--- src/rtl/mc_pkg.sv ---
// Shared encodings for the multicycle MIPS-subset control FSM: states, opcodes,
// funct codes and datapath select values.
package mc_pkg;

    typedef enum logic [3:0] {
        StFetch  = 4'd0,
        StDecode = 4'd1,
        StMemAdr = 4'd2,
        StMemRd  = 4'd3,
        StMemWb  = 4'd4,
        StMemWr  = 4'd5,
        StExe    = 4'd6,
        StAluWb  = 4'd7,
        StBranch = 4'd8,
        StIExe   = 4'd9,
        StIWb    = 4'd10,
        StJump   = 4'd11,
        StJr     = 4'd12
    } state_e;

    localparam logic [5:0] OpRtype = 6'b000000;
    localparam logic [5:0] OpLw    = 6'b100011;
    localparam logic [5:0] OpSw    = 6'b101011;
    localparam logic [5:0] OpBeq   = 6'b000100;
    localparam logic [5:0] OpBne   = 6'b000101;
    localparam logic [5:0] OpAddi  = 6'b001000;
    localparam logic [5:0] OpOri   = 6'b001101;
    localparam logic [5:0] OpLui   = 6'b001111;
    localparam logic [5:0] OpJ     = 6'b000010;
    localparam logic [5:0] OpJal   = 6'b000011;

    localparam logic [5:0] FnAdd = 6'b100000;
    localparam logic [5:0] FnSub = 6'b100010;
    localparam logic [5:0] FnAnd = 6'b100100;
    localparam logic [5:0] FnOr  = 6'b100101;
    localparam logic [5:0] FnSlt = 6'b101010;
    localparam logic [5:0] FnSll = 6'b000000;
    localparam logic [5:0] FnJr  = 6'b001000;

    localparam logic [3:0] AluAdd   = 4'b0000;
    localparam logic [3:0] AluSub   = 4'b0001;
    localparam logic [3:0] AluAnd   = 4'b0010;
    localparam logic [3:0] AluOr    = 4'b0011;
    localparam logic [3:0] AluSlt   = 4'b0100;
    localparam logic [3:0] AluSll   = 4'b0101;
    localparam logic [3:0] AluPassB = 4'b0110;

    localparam logic [1:0] ExtSign = 2'b00;
    localparam logic [1:0] ExtZero = 2'b01;
    localparam logic [1:0] ExtLui  = 2'b10;

    localparam logic [1:0] WdAluOut = 2'b00;
    localparam logic [1:0] WdMdr    = 2'b01;
    localparam logic [1:0] WdPc     = 2'b10;

    localparam logic [1:0] GprRd = 2'b00;
    localparam logic [1:0] GprRt = 2'b01;
    localparam logic [1:0] GprRa = 2'b10;

    localparam logic [1:0] NpcAlu    = 2'b00;
    localparam logic [1:0] NpcAluOut = 2'b01;
    localparam logic [1:0] NpcJump   = 2'b10;
    localparam logic [1:0] NpcReg    = 2'b11;

    localparam logic [1:0] SrcAPc    = 2'b00;
    localparam logic [1:0] SrcAReg   = 2'b01;
    localparam logic [1:0] SrcAShamt = 2'b10;

    localparam logic [1:0] SrcBReg   = 2'b00;
    localparam logic [1:0] SrcBFour  = 2'b01;
    localparam logic [1:0] SrcBImm   = 2'b10;
    localparam logic [1:0] SrcBBrOff = 2'b11;

    function automatic logic funct_legal(logic [5:0] funct);
        return funct inside {FnAdd, FnSub, FnAnd, FnOr, FnSlt, FnSll, FnJr};
    endfunction

endpackage

--- src/rtl/mc_alu_dec.sv ---
// ALU operation and immediate-extension decode from op, funct and FSM state.
module mc_alu_dec
    import mc_pkg::*;
(
    input  logic [5:0] op,
    input  logic [5:0] funct,
    input  logic [3:0] state,
    output logic [3:0] alu_op,
    output logic [1:0] ext_op,
    output logic       funct_ok
);

    always_comb begin
        alu_op   = AluAdd;
        ext_op   = ExtSign;
        funct_ok = funct_legal(funct);
        case (state)
            StExe: begin
                case (funct)
                    FnSub:   alu_op = AluSub;
                    FnAnd:   alu_op = AluAnd;
                    FnOr:    alu_op = AluOr;
                    FnSlt:   alu_op = AluSlt;
                    FnSll:   alu_op = AluSll;
                    default: alu_op = AluAdd;
                endcase
            end
            StBranch: alu_op = AluSub;
            StIExe: begin
                case (op)
                    OpOri: begin
                        alu_op = AluOr;
                        ext_op = ExtZero;
                    end
                    OpLui: begin
                        alu_op = AluPassB;
                        ext_op = ExtLui;
                    end
                    default: ;
                endcase
            end
            default: ;
        endcase
    end

endmodule

--- src/rtl/mc_ctrl.sv ---
// Multicycle MIPS-subset control FSM with mem_rdy stall handshake.
// Define MC_CTRL_PERF_EN to add cycle_cnt/instr_cnt performance counters.
module mc_ctrl
    import mc_pkg::*;
#(
    parameter int unsigned CNT_W = 32
) (
    input  logic       clk,
    input  logic       rst,
    input  logic [5:0] op,
    input  logic [5:0] funct,
    input  logic       zero,
    input  logic       mem_rdy,
    output logic       PCWrite,
    output logic       IRWrite,
    output logic       MemWrite,
    output logic       RegWrite,
    output logic       IorD,
    output logic [1:0] ALUSrcA,
    output logic [1:0] ALUSrcB,
    output logic [3:0] ALUOp,
    output logic [1:0] EXTOp,
    output logic [1:0] WDSel,
    output logic [1:0] GPRSel,
    output logic [1:0] NPCOp,
    output logic       illegal,
    output logic [3:0] state
`ifdef MC_CTRL_PERF_EN
    ,
    output logic [CNT_W-1:0] cycle_cnt,
    output logic [CNT_W-1:0] instr_cnt
`endif
);

    if (CNT_W < 1) begin : g_bad_cnt_w
        $error("CNT_W must be at least 1");
    end

    state_e     state_q, state_d;
    logic [3:0] alu_op;
    logic [1:0] ext_op;
    logic       funct_ok;

    mc_alu_dec u_alu_dec (
        .op       (op),
        .funct    (funct),
        .state    (state_q),
        .alu_op   (alu_op),
        .ext_op   (ext_op),
        .funct_ok (funct_ok)
    );

    always_ff @(posedge clk) begin
        if (rst) state_q <= StFetch;
        else     state_q <= state_d;
    end

    always_comb begin
        state_d  = state_q;
        PCWrite  = 1'b0;
        IRWrite  = 1'b0;
        MemWrite = 1'b0;
        RegWrite = 1'b0;
        IorD     = 1'b0;
        ALUSrcA  = SrcAPc;
        ALUSrcB  = SrcBReg;
        ALUOp    = alu_op;
        EXTOp    = ext_op;
        WDSel    = WdAluOut;
        GPRSel   = GprRd;
        NPCOp    = NpcAlu;
        illegal  = 1'b0;
        case (state_q)
            StFetch: begin
                ALUSrcB = SrcBFour;
                PCWrite = mem_rdy;
                IRWrite = mem_rdy;
                if (mem_rdy) state_d = StDecode;
            end
            StDecode: begin
                ALUSrcB = SrcBBrOff;
                case (op)
                    OpLw, OpSw:           state_d = StMemAdr;
                    OpBeq, OpBne:         state_d = StBranch;
                    OpAddi, OpOri, OpLui: state_d = StIExe;
                    OpJ, OpJal:           state_d = StJump;
                    OpRtype: begin
                        if (funct == FnJr) begin
                            state_d = StJr;
                        end else if (funct_ok) begin
                            state_d = StExe;
                        end else begin
                            illegal = 1'b1;
                            state_d = StFetch;
                        end
                    end
                    default: begin
                        illegal = 1'b1;
                        state_d = StFetch;
                    end
                endcase
            end
            StMemAdr: begin
                ALUSrcA = SrcAReg;
                ALUSrcB = SrcBImm;
                state_d = (op == OpSw) ? StMemWr : StMemRd;
            end
            StMemRd: begin
                IorD = 1'b1;
                if (mem_rdy) state_d = StMemWb;
            end
            StMemWb: begin
                RegWrite = 1'b1;
                GPRSel   = GprRt;
                WDSel    = WdMdr;
                state_d  = StFetch;
            end
            StMemWr: begin
                IorD     = 1'b1;
                MemWrite = 1'b1;
                if (mem_rdy) state_d = StFetch;
            end
            StExe: begin
                ALUSrcA = (funct == FnSll) ? SrcAShamt : SrcAReg;
                state_d = StAluWb;
            end
            StAluWb: begin
                RegWrite = 1'b1;
                state_d  = StFetch;
            end
            StBranch: begin
                ALUSrcA = SrcAReg;
                NPCOp   = NpcAluOut;
                PCWrite = (op == OpBeq) ? zero : ~zero;
                state_d = StFetch;
            end
            StIExe: begin
                ALUSrcA = SrcAReg;
                ALUSrcB = SrcBImm;
                state_d = StIWb;
            end
            StIWb: begin
                RegWrite = 1'b1;
                GPRSel   = GprRt;
                state_d  = StFetch;
            end
            StJump: begin
                PCWrite = 1'b1;
                NPCOp   = NpcJump;
                if (op == OpJal) begin
                    RegWrite = 1'b1;
                    GPRSel   = GprRa;
                    WDSel    = WdPc;
                end
                state_d = StFetch;
            end
            StJr: begin
                PCWrite = 1'b1;
                NPCOp   = NpcReg;
                state_d = StFetch;
            end
            default: state_d = StFetch;
        endcase
        state = state_q;
        // Reset silences every strobe immediately, including an in-flight store.
        if (rst) begin
            PCWrite  = 1'b0;
            IRWrite  = 1'b0;
            MemWrite = 1'b0;
            RegWrite = 1'b0;
            IorD     = 1'b0;
            ALUSrcA  = 2'b00;
            ALUSrcB  = 2'b00;
            ALUOp    = 4'b0000;
            EXTOp    = 2'b00;
            WDSel    = 2'b00;
            GPRSel   = 2'b00;
            NPCOp    = 2'b00;
            illegal  = 1'b0;
            state    = 4'd0;
        end
    end

`ifdef MC_CTRL_PERF_EN
    logic [CNT_W-1:0] cycle_cnt_q, instr_cnt_q;
    logic             instr_done;

    // Illegal instructions return from DECODE and are not counted.
    assign instr_done = (state_d == StFetch) && (state_q != StFetch) && (state_q != StDecode);

    always_ff @(posedge clk) begin
        if (rst) begin
            cycle_cnt_q <= '0;
            instr_cnt_q <= '0;
        end else begin
            cycle_cnt_q <= cycle_cnt_q + {{(CNT_W-1){1'b0}}, 1'b1};
            if (instr_done) instr_cnt_q <= instr_cnt_q + {{(CNT_W-1){1'b0}}, 1'b1};
        end
    end

    assign cycle_cnt = cycle_cnt_q;
    assign instr_cnt = instr_cnt_q;
`endif

endmodule

--- config.mk ---
export PLATFORM = sky130hd
export DESIGN_NAME = mc_ctrl
export DESIGN_NICKNAME = d
export VERILOG_FILES = /design/src/rtl/mc_pkg.sv /design/src/rtl/mc_alu_dec.sv /design/src/rtl/mc_ctrl.sv
export SDC_FILE = /design/constraint.sdc
export NUM_CORES = 1
export LEC_CHECK = 0
export CORE_MARGIN = 5
export CORE_UTILIZATION = 43
export CTS_CLUSTER_SIZE = 12
export DETAILED_ROUTE_END_ITERATION = 7
export GPL_TIMING_DRIVEN = 0
export PLACE_DENSITY = 0.79
export SYNTH_ARGS = -nofsm -noshare
export SYNTH_HDL_FRONTEND = slang
export SYNTH_SLANG_ARGS = --single-unit
--- constraint.sdc ---
create_clock -name clk -period 3.25 [get_ports clk]
set_input_delay 0.975 -clock clk [delete_from_list [all_inputs] [get_ports clk]]
set_output_delay 0.975 -clock clk [all_outputs]
set_load 0.01 [all_outputs]
==> flow_summary.ini, run 1 <==
[final_layout]
largest_reg_flops = 4
antennaDiodeCount = 0
nNetsFinal = 232
regMostFlops = state_q
reg_top3 = state_q: 4 flops
drive_above_1_share_pct = 37.4
final_cells = 242
regArea_um2 = 80.1
fillers = 167
multi_input_area_mm2 = 0.00101
syn_to_final_growth_pct = 70.1

[global_route]
antenna_found_initial = 0
grt_util_all_layers_pct = 25.2
grt_pass1_wl_mm = 6.82
gr-total-overflow = 0
grt_max_degree = 11
grt_pass1_vias = 1436

[setup_path]
critPathMaxFanout = 10
criticalPathCategory = in -> out
worstSetupStartpointType = input port
cp-end-kind = primary output
critical_path_required_ns = 2.27
r2r_slack_ns = 1.64
path_cells = buf_2 -> nand2b_1 -> nor3_1 -> clkdlybuf4s50_1
critPathSlowestCell = clkdlybuf4s50_1
cp_num_buf_inv = 2
max_stage_delay_ns = 0.60
crit_family = buffers and inverters
cp_data_arrival_time_ns = 2.29

[yosys]
synth.top_cells.by_count = nor2_1 (14), a21oi_1 (11), nand2_1 (10)
synth_area_mm2 = 0.00103
synthTopCellsByArea = dfxtp_1 (7.8%), a21oi_1 (5.3%), nor2_1 (5.1%)
post_synth.cell_area_avg_um2 = 6.74
ys_async_sr_fraction_pct = 0
netlist_instances = 153
synth.distinct_cells = 55
ys_seq_area_share_pct = 7.77
synth.most_common_cell = nor2_1
synth_edf_count = 0
yosys.area.top_type_share_pct = 7.77
yosysWarnings = 0
yosysTopAreaCell = dfxtp_1
syn_nets = 169
ys_seq_elements = 4
synth_ff_type = dfxtp_1

[detailed_routing]
detail_route.drc_violations = 0
routedWlPerCell_um = 19.5
antenna_left = 0
vias_per_cell = 6.51
drt-total-wl_mm = 4.72
drtPass1Iterations = 5
vias = 1576
drtIter0Drc = 85

[placement]
dp_hpwl_mm = 2.79
place.gp.congestion = 0.950
preCtsSetupSlack_ns = -0.939
dp.cells = 220
numPortBuffers = 39

[sta]
rsz0062_at_grt = true
layout_setup_ws_ns = -0.0152
drv_slew = 0
finalCriticalPeriod_ns = 3.27
fmax_mhz = 306
tightest_slew_ns = 0.511
period_share_pct = 100
setup_violations = 1
slew_headroom_pct = 65.0
fin_skew_ns = 0.00129
finalHoldViolCount = 0

[floorplanning]
num_rows = 17
die_h_um = 59.0
coreArea_mm2 = 0.00225
start_util_pct = 45.7
die_w_um = 59.0
ios = 42
die_area_mm2 = 0.00348

[cts]
cts_tree = done
cts_sinks = 4
htree_levels = 1
clk_pin_slew_ns = 0.04
clk_path_buf_depth = 2
clk_latency_ns = 0.23
cts_buffers = 3
cts_root_buf = clkbuf_4

[power]
peakVddDrop_v = 0.000241
leakage_uw = 0.000711
totalPowerFinal_uw = 266
power_density_mw_per_mm2 = 152

[status]
run_status = finished with violations
violations = setup timing

[run]
drv_cap = 0

[min_path]
min_path_type = reg -> reg
cell families after synthesis:
| family | count (synthesis) | share of synthesized area [%] |
|---|---|---|
| xor+xnor | 1 | 0.850 |
| buf+inv | 19 | 9.22 |
| other cells | 1 | 0.364 |
| compound gates | 47 | 33.1 |
| flops | 4 | 7.77 |
| simple gates | 81 | 48.7 |
metrics by stage:
stage | hold WS (ns) | utilization [%] | TNS, ns | cell area (µm²)
floorplan | 0.743 | - | 0 | 1030
global placement | 0.801 | 64.6 | -9.46 | 1460
detailed placement | 0.841 | 64.6 | -10.51 | 1460
CTS | 0.843 | 76.1 | 0 | 1720
global route | 0.897 | 77.8 | -0.130 | 1750
finish | 0.853 | 77.8 | -0.0152 | 1750
layout by cell type (no fill, tap or decap), drive strengths merged, types with 4 or more instances in the layout:
master / synthesis / layout
clkbuf: 7 / 16
clkdlybuf4s50: 0 / 13
o31ai: 4 / 4
nor4: 6 / 6
buf: 9 / 40
dfxtp: 4 / 4
or3b: 5 / 5
nand3: 5 / 5
nand2b: 6 / 6
nand2: 10 / 10
nor2: 14 / 14
o21ai: 4 / 4
nor3: 11 / 11
a21oi: 11 / 11
nor2b: 5 / 5
per-layer routing:
metal / GRT usage, % / vias up / routed length [µm]
met5: 0 / - / 0
met3: 2.85 / 18 / 397
met1: 29.5 / 733 / 1740
met2: 44.3 / 113 / 2340
li1: - / 712 / -
met4: 13.6 / 0 / 239
path summary, 6_finish.rpt:
check,endpoint,depth (start not counted),startpoint
setup / recovery,NPCOp[0],4,rst
hold / removal,state_q[0]$_SDFFE_PP0P_,4,state_q[2]$_SDFFE_PP0P_
setup reg to reg,state_q[1]$_SDFFE_PP0P_,5,state_q[0]$_SDFFE_PP0P_
hold reg to reg,state_q[0]$_SDFFE_PP0P_,4,state_q[2]$_SDFFE_PP0P_
cell type report:
| class | count | area share (%) |
|---|---|---|
| tap | 28 | 2.00 |
| buffer | 15 | 5.92 |
| sequential | 4 | 4.56 |
| multi-input combinational | 130 | 57.5 |
| timing repair buffer | 59 | 27.9 |
| inverter | 3 | 0.856 |
| clock buffer | 3 | 1.28 |
repair_timing:
item                       4_1_cts  5_1_grt
setup endpoints to repair       19       13
gates resized for setup         94       40
setup buffers                   18        2
hold buffers                     0        0
pin swaps                       11        7
worst reg2reg max path: stages, from the launching register on:
cell	delay [ns]
dfxtp_1	0.32
clkbuf_1	0.24
nor3b_2	0.38
o31ai_1	0.15
a221o_1	0.36
o211ai_1	0.09
where the power goes:
part           internal [µW]  switching [µW]
Sequential              50.9            1.56
Clock                   41.2            19.4
Combinational           72.4            80.9
Total                    165             102
No activity file was read; power rests on OpenSTA's default activity.
==> inputs of run 2 (changes only) <==
Settings changed: SKIP_CTS_REPAIR_TIMING set to 1.
==> run 2 against run 1 <==
Compared with the run above:
- critical path depth rose by 3
- global-route usage fell by 5.6 points
- clock-buffer cell count did not move
- largest power group unchanged
- clock skew rose by 0.0028 ns
- the flow still finishes with violations (setup timing)
==> flow_summary.ini, run 2 (synthesized netlist as in run 1, its figures left out) <==
[status]
run_status = finished with violations
violations = setup timing

[setup_path]
path_cells = dlymetal6s2s_1 -> buf_4 -> or3b_1 -> a21oi_1 -> a31oi_1 -> o311a_1 -> dlymetal6s2s_1
rr_worst_depth = 5
max_stage_delay_ns = 0.38
critical_path_required_ns = 2.27
crit_family = buffers and inverters
critPathMaxFanout = 10
cp_num_buf_inv = 3
crit_cells = 7
cp-end-kind = primary output
worstSetupStartpointType = input port
critPathSlowestCell = or3b_1
criticalPathCategory = in -> out
cpMostUsedCell = dlymetal6s2s_1
cp_data_arrival_time_ns = 2.39

[power]
totalPowerFinal_uw = 246
power_density_mw_per_mm2 = 147
peakVddDrop_v = 0.000262
leakage_uw = 0.000774

[cts]
clk_path_buf_depth = 2
cts_sinks = 4
cts_tree = done
clk_pin_slew_ns = 0.04
cts_buffers = 3
cts_root_buf = clkbuf_4
htree_levels = 1
clk_latency_ns = 0.23

[floorplanning]
start_util_pct = 45.7
die_w_um = 59.0
die_area_mm2 = 0.00348
ios = 42
num_rows = 17
die_h_um = 59.0
coreArea_mm2 = 0.00225

[detailed_routing]
routedWlPerCell_um = 17.4
drt-total-wl_mm = 3.98
drtPass1Iterations = 4
vias_per_cell = 6.37
vias = 1458
drtIter0Drc = 56
antenna_left = 0
detail_route.drc_violations = 0

[sta]
finalCriticalPeriod_ns = 3.37
layout_setup_ws_ns = -0.118
fin_skew_ns = 0.00412
fmax_mhz = 297
finalHoldViolCount = 0
drv_slew = 0
setup_violations = 2
rsz0062_at_grt = true
period_share_pct = 104

[global_route]
grt_max_degree = 11
antenna_found_initial = 0
grt_pass1_vias = 1213
grt_pass1_wl_mm = 5.55
gr-total-overflow = 0
grt_util_all_layers_pct = 19.6

[placement]
numPortBuffers = 39
dp_hpwl_mm = 2.79
place.gp.congestion = 0.950
preCtsSetupSlack_ns = -0.939

[final_layout]
reg_top3 = state_q: 4 flops
final_cell_mix = dlymetal6s2s_1 (15), clkdlybuf4s50_1 (15), nor2_1 (14)
drive_above_1_share_pct = 27.4
nNetsFinal = 219
largest_reg_flops = 4
fillers = 173
multi_input_area_um2 = 988
regArea_um2 = 80.1
antennaDiodeCount = 0
regMostFlops = state_q
syn_to_final_growth_pct = 62.5

[min_path]
min_path_type = reg -> reg
holdPathStages = 4

[run]
drv_cap = 0
[run 2: routing by layer]
| layer | vias up | GRT usage (%) | wire length, µm |
|---|---|---|---|
| met5 | - | 0 | 0 |
| met4 | 0 | 5.18 | 78 |
| met3 | 8 | 1.97 | 323 |
| met2 | 84 | 33.0 | 1950 |
| met1 | 682 | 26.5 | 1630 |
| li1 | 684 | - | - |
[run 2: stage by stage]
stage / instance area [µm²] / utilization [%] / hold slack (ns) / instances / TNS (ns)
floorplan: 1030 / - / 0.743 / 153 / 0
global placement: 1460 / 64.6 / 0.801 / 220 / -9.46
detailed placement: 1460 / 64.6 / 0.841 / 220 / -10.51
CTS: 1480 / 65.6 / 0.843 / 223 / -10.51
global route: 1680 / 74.3 / 0.902 / 229 / -0.409
finish: 1680 / 74.3 / 0.839 / 229 / -0.200
[run 2: final cells by class]
| class | count | share of cell area (%) |
|---|---|---|
| buffer | 16 | 6.35 |
| clock buffer | 3 | 1.34 |
| inverter | 3 | 0.896 |
| multi-input combinational | 130 | 59.0 |
| sequential | 4 | 4.78 |
| tap | 28 | 2.09 |
| timing repair buffer | 45 | 25.5 |
[run 2: final timing paths]
path / from / to / slack (ns)
setup / recovery: op[0] / illegal / -0.12
hold / removal: state_q[2]$_SDFFE_PP0P_ / state_q[0]$_SDFFE_PP0P_ / 0.84
setup reg to reg: state_q[0]$_SDFFE_PP0P_ / state_q[1]$_SDFFE_PP0P_ / 1.66
hold reg to reg: state_q[2]$_SDFFE_PP0P_ / state_q[0]$_SDFFE_PP0P_ / 0.84
[run 2: power by group]
part / total [µW] / internal (µW) / switching, µW / leakage, µW
clock: 60.4 / 41.2 / 19.2 / 0.0000138
sequential: 52.4 / 50.9 / 1.50 / 0.0000325
combinational: 133 / 60.6 / 72.2 / 0.000728
[run 2: worst reg2reg max path, delay by kind of cell, from the launching register on]
family,cells,cell delay (ns)
buf+inv,1,0.24
flops,1,0.32
compound gates,3,0.56
simple gates,1,0.39
==> inputs of run 3 (changes only) <==
Settings changed: CELL_PAD_IN_SITES_DETAIL_PLACEMENT set to 0, CELL_PAD_IN_SITES_GLOBAL_PLACEMENT set to 1, CORE_UTILIZATION 43 to 29, PLACE_DENSITY 0.79 to not set, PLACE_DENSITY_LB_ADDON set to 0.15.
==> run 3 against run 2 <==
Compared with the run above:
- the flow still finishes with violations (setup timing)
- hold slack better by 0.018 ns
- sequential cell count stayed put
- setup slack better by 0.0064 ns
- critical path depth stayed put
- first-iteration DRC count is 120% higher
- non-clock buffer count is 12 higher
- cell count is 13% higher
- largest power group unchanged
==> flow_summary.ini, run 3 (synthesized netlist as in run 1, its figures left out) <==
[setup_path]
critPathSlowestCell = or4_4
criticalPathCategory = in -> out
crit_cells = 7
reg2reg_to = state_q[1]$_SDFFE_PP0P_
cp-end-kind = primary output
r2r_slack_ns = 1.69
cp_num_buf_inv = 3
worstSetupStartpointType = input port
rr_worst_depth = 5
critPathMaxFanout = 6
cp_data_arrival_time_ns = 2.39
path_cells = buf_6 -> buf_6 -> or3_4 -> or4_4 -> nand3_2 -> a21oi_2 -> buf_2
reg2reg_from = state_q[0]$_SDFFE_PP0P_
setup.worst_path.end = PCWrite
crit_path_start = op[5]
cpMostUsedCell = buf_6
critical_path_required_ns = 2.27
max_stage_delay_ns = 0.52
crit_family = simple AND/OR/NAND/NOR gates

[final_layout]
fin_util_pct = 52.0
drive_above_1_share_pct = 34.3
largest_reg_flops = 4
nNetsFinal = 231
reg_top3 = state_q: 4 flops
syn_to_final_growth_pct = 71.0
final_cell_mix = buf_4 (20), nor2_1 (14), clkdlybuf4s50_1 (14)
layout_commonest_cell = buf_4
final_cells = 259
final_area_mm2 = 0.00176
regMostFlops = state_q
antennaDiodeCount = 0

[sta]
drv_slew = 0
holdWs_ns = 0.857
setup_violations = 2
finalCriticalPeriod_ns = 3.36
finalHoldViolCount = 0
fin_skew_ns = 0.00206
layout_setup_ws_ns = -0.111
setup_tns_ns = -0.130
period_share_pct = 103
rsz0062_at_grt = true
fmax_mhz = 297

[run]
drv_cap = 0

[floorplanning]
num_rows = 21
die_h_um = 69.6
coreArea_mm2 = 0.00339
die_area_mm2 = 0.00485
ios = 42
start_util_pct = 30.4
die_w_um = 69.6

[global_route]
grt_util_all_layers_pct = 14.9
grt_max_degree = 11
antenna_found_initial = 0
grt_pass1_wl_mm = 6.30
gr-total-overflow = 0
grt_pass1_vias = 1400

[placement]
place.gp.congestion = 0.832
placed_cell_area_mm2 = 0.00148
numPortBuffers = 39
dp.cells = 238
dp_hpwl_mm = 2.97

[detailed_routing]
vias = 1447
antenna_left = 0
routedWlPerCell_um = 15.6
drtIter0Drc = 123
detail_route.drc_violations = 0
vias_per_cell = 5.59
drtPass1Iterations = 4
drt-total-wl_mm = 4.04

[cts]
clk_latency_ns = 0.23
cts_root_buf = clkbuf_4
clk_pin_slew_ns = 0.04
cts_sinks = 4
clk_path_buf_depth = 2
cts_tree = done
htree_levels = 1
cts_buffers = 3

[min_path]
min_path_type = reg -> reg
holdPathStages = 4
hp-start = state_q[0]$_SDFFE_PP0P_

[status]
run_status = finished with violations
violations = setup timing

[power]
power_density_mw_per_mm2 = 144
peakVddDrop_v = 0.0000919
leakage_uw = 0.000786
-- run 3: changes by cell type in the layout (fill, tap and decap cells not counted), sizes merged --
cell / previous run / this run
clkdlybuf4s50: 15 / 14
clkbuf: 13 / 15
dlymetal6s2s: 15 / 12
buf: 21 / 35
-- run 3: worst reg2reg max path, cell delays in order (launching register included) --
cell and delay [ns]:
dfxtp_1 0.32, clkbuf_1 0.25, nor3b_2 0.37, o31ai_1 0.12
a221o_1 0.34, o211ai_1 0.08
-- run 3: area by class of cell --
| cell class | count | area, µm² |
|---|---|---|
| tap | 46 | 57.6 |
| multi-input combinational | 130 | 978 |
| sequential | 4 | 80.1 |
| fill | 344 | 1630 |
| buffer | 16 | 113 |
| timing repair buffer | 57 | 497 |
| clock buffer | 3 | 22.5 |
| inverter | 3 | 15.0 |
-- run 3: how the worst min path moves through the flow --
| stage | endpoint | slack (ns) |
|---|---|---|
| 2_1_floorplan | state_q[0]$_SDFFE_PP0P_ | 0.74 |
| 3_3_place_gp | state_q[0]$_SDFFE_PP0P_ | 0.84 |
| 3_5_place_dp | state_q[1]$_SDFFE_PP0P_ | 0.84 |
| 4_1_cts | state_q[1]$_SDFFE_PP0P_ | 0.84 |
| 5_1_grt | state_q[0]$_SDFFE_PP0P_ | 0.90 |
| 6_report | state_q[1]$_SDFFE_PP0P_ | 0.86 |
-- run 3: per-stage QoR --
| step | total power [µW] | setup slack (ns) |
|---|---|---|
| after floorplan | 116 | 0.184 |
| after global placement | 166 | -0.950 |
| after detailed placement | 168 | -0.927 |
| after CTS | 229 | -0.955 |
| after global routing | 271 | -0.132 |
| final | 254 | -0.111 |
-- run 3: metal layers --
| metal | vias up | track usage [%] | share of wire, % |
|---|---|---|---|
| met3 | 2 | 2.32 | 4.6 |
| li1 | 715 | - | - |
| met5 | - | 0 | 0 |
| met1 | 696 | 18.5 | 44 |
| met4 | 0 | 3.40 | 0.42 |
| met2 | 34 | 26.9 | 51 |
-- run 3: where the power goes --
part / internal (µW) / switching [µW]
logic: 68.2 / 72.2
clock network: 41.3 / 20.2
registers: 50.8 / 1.58
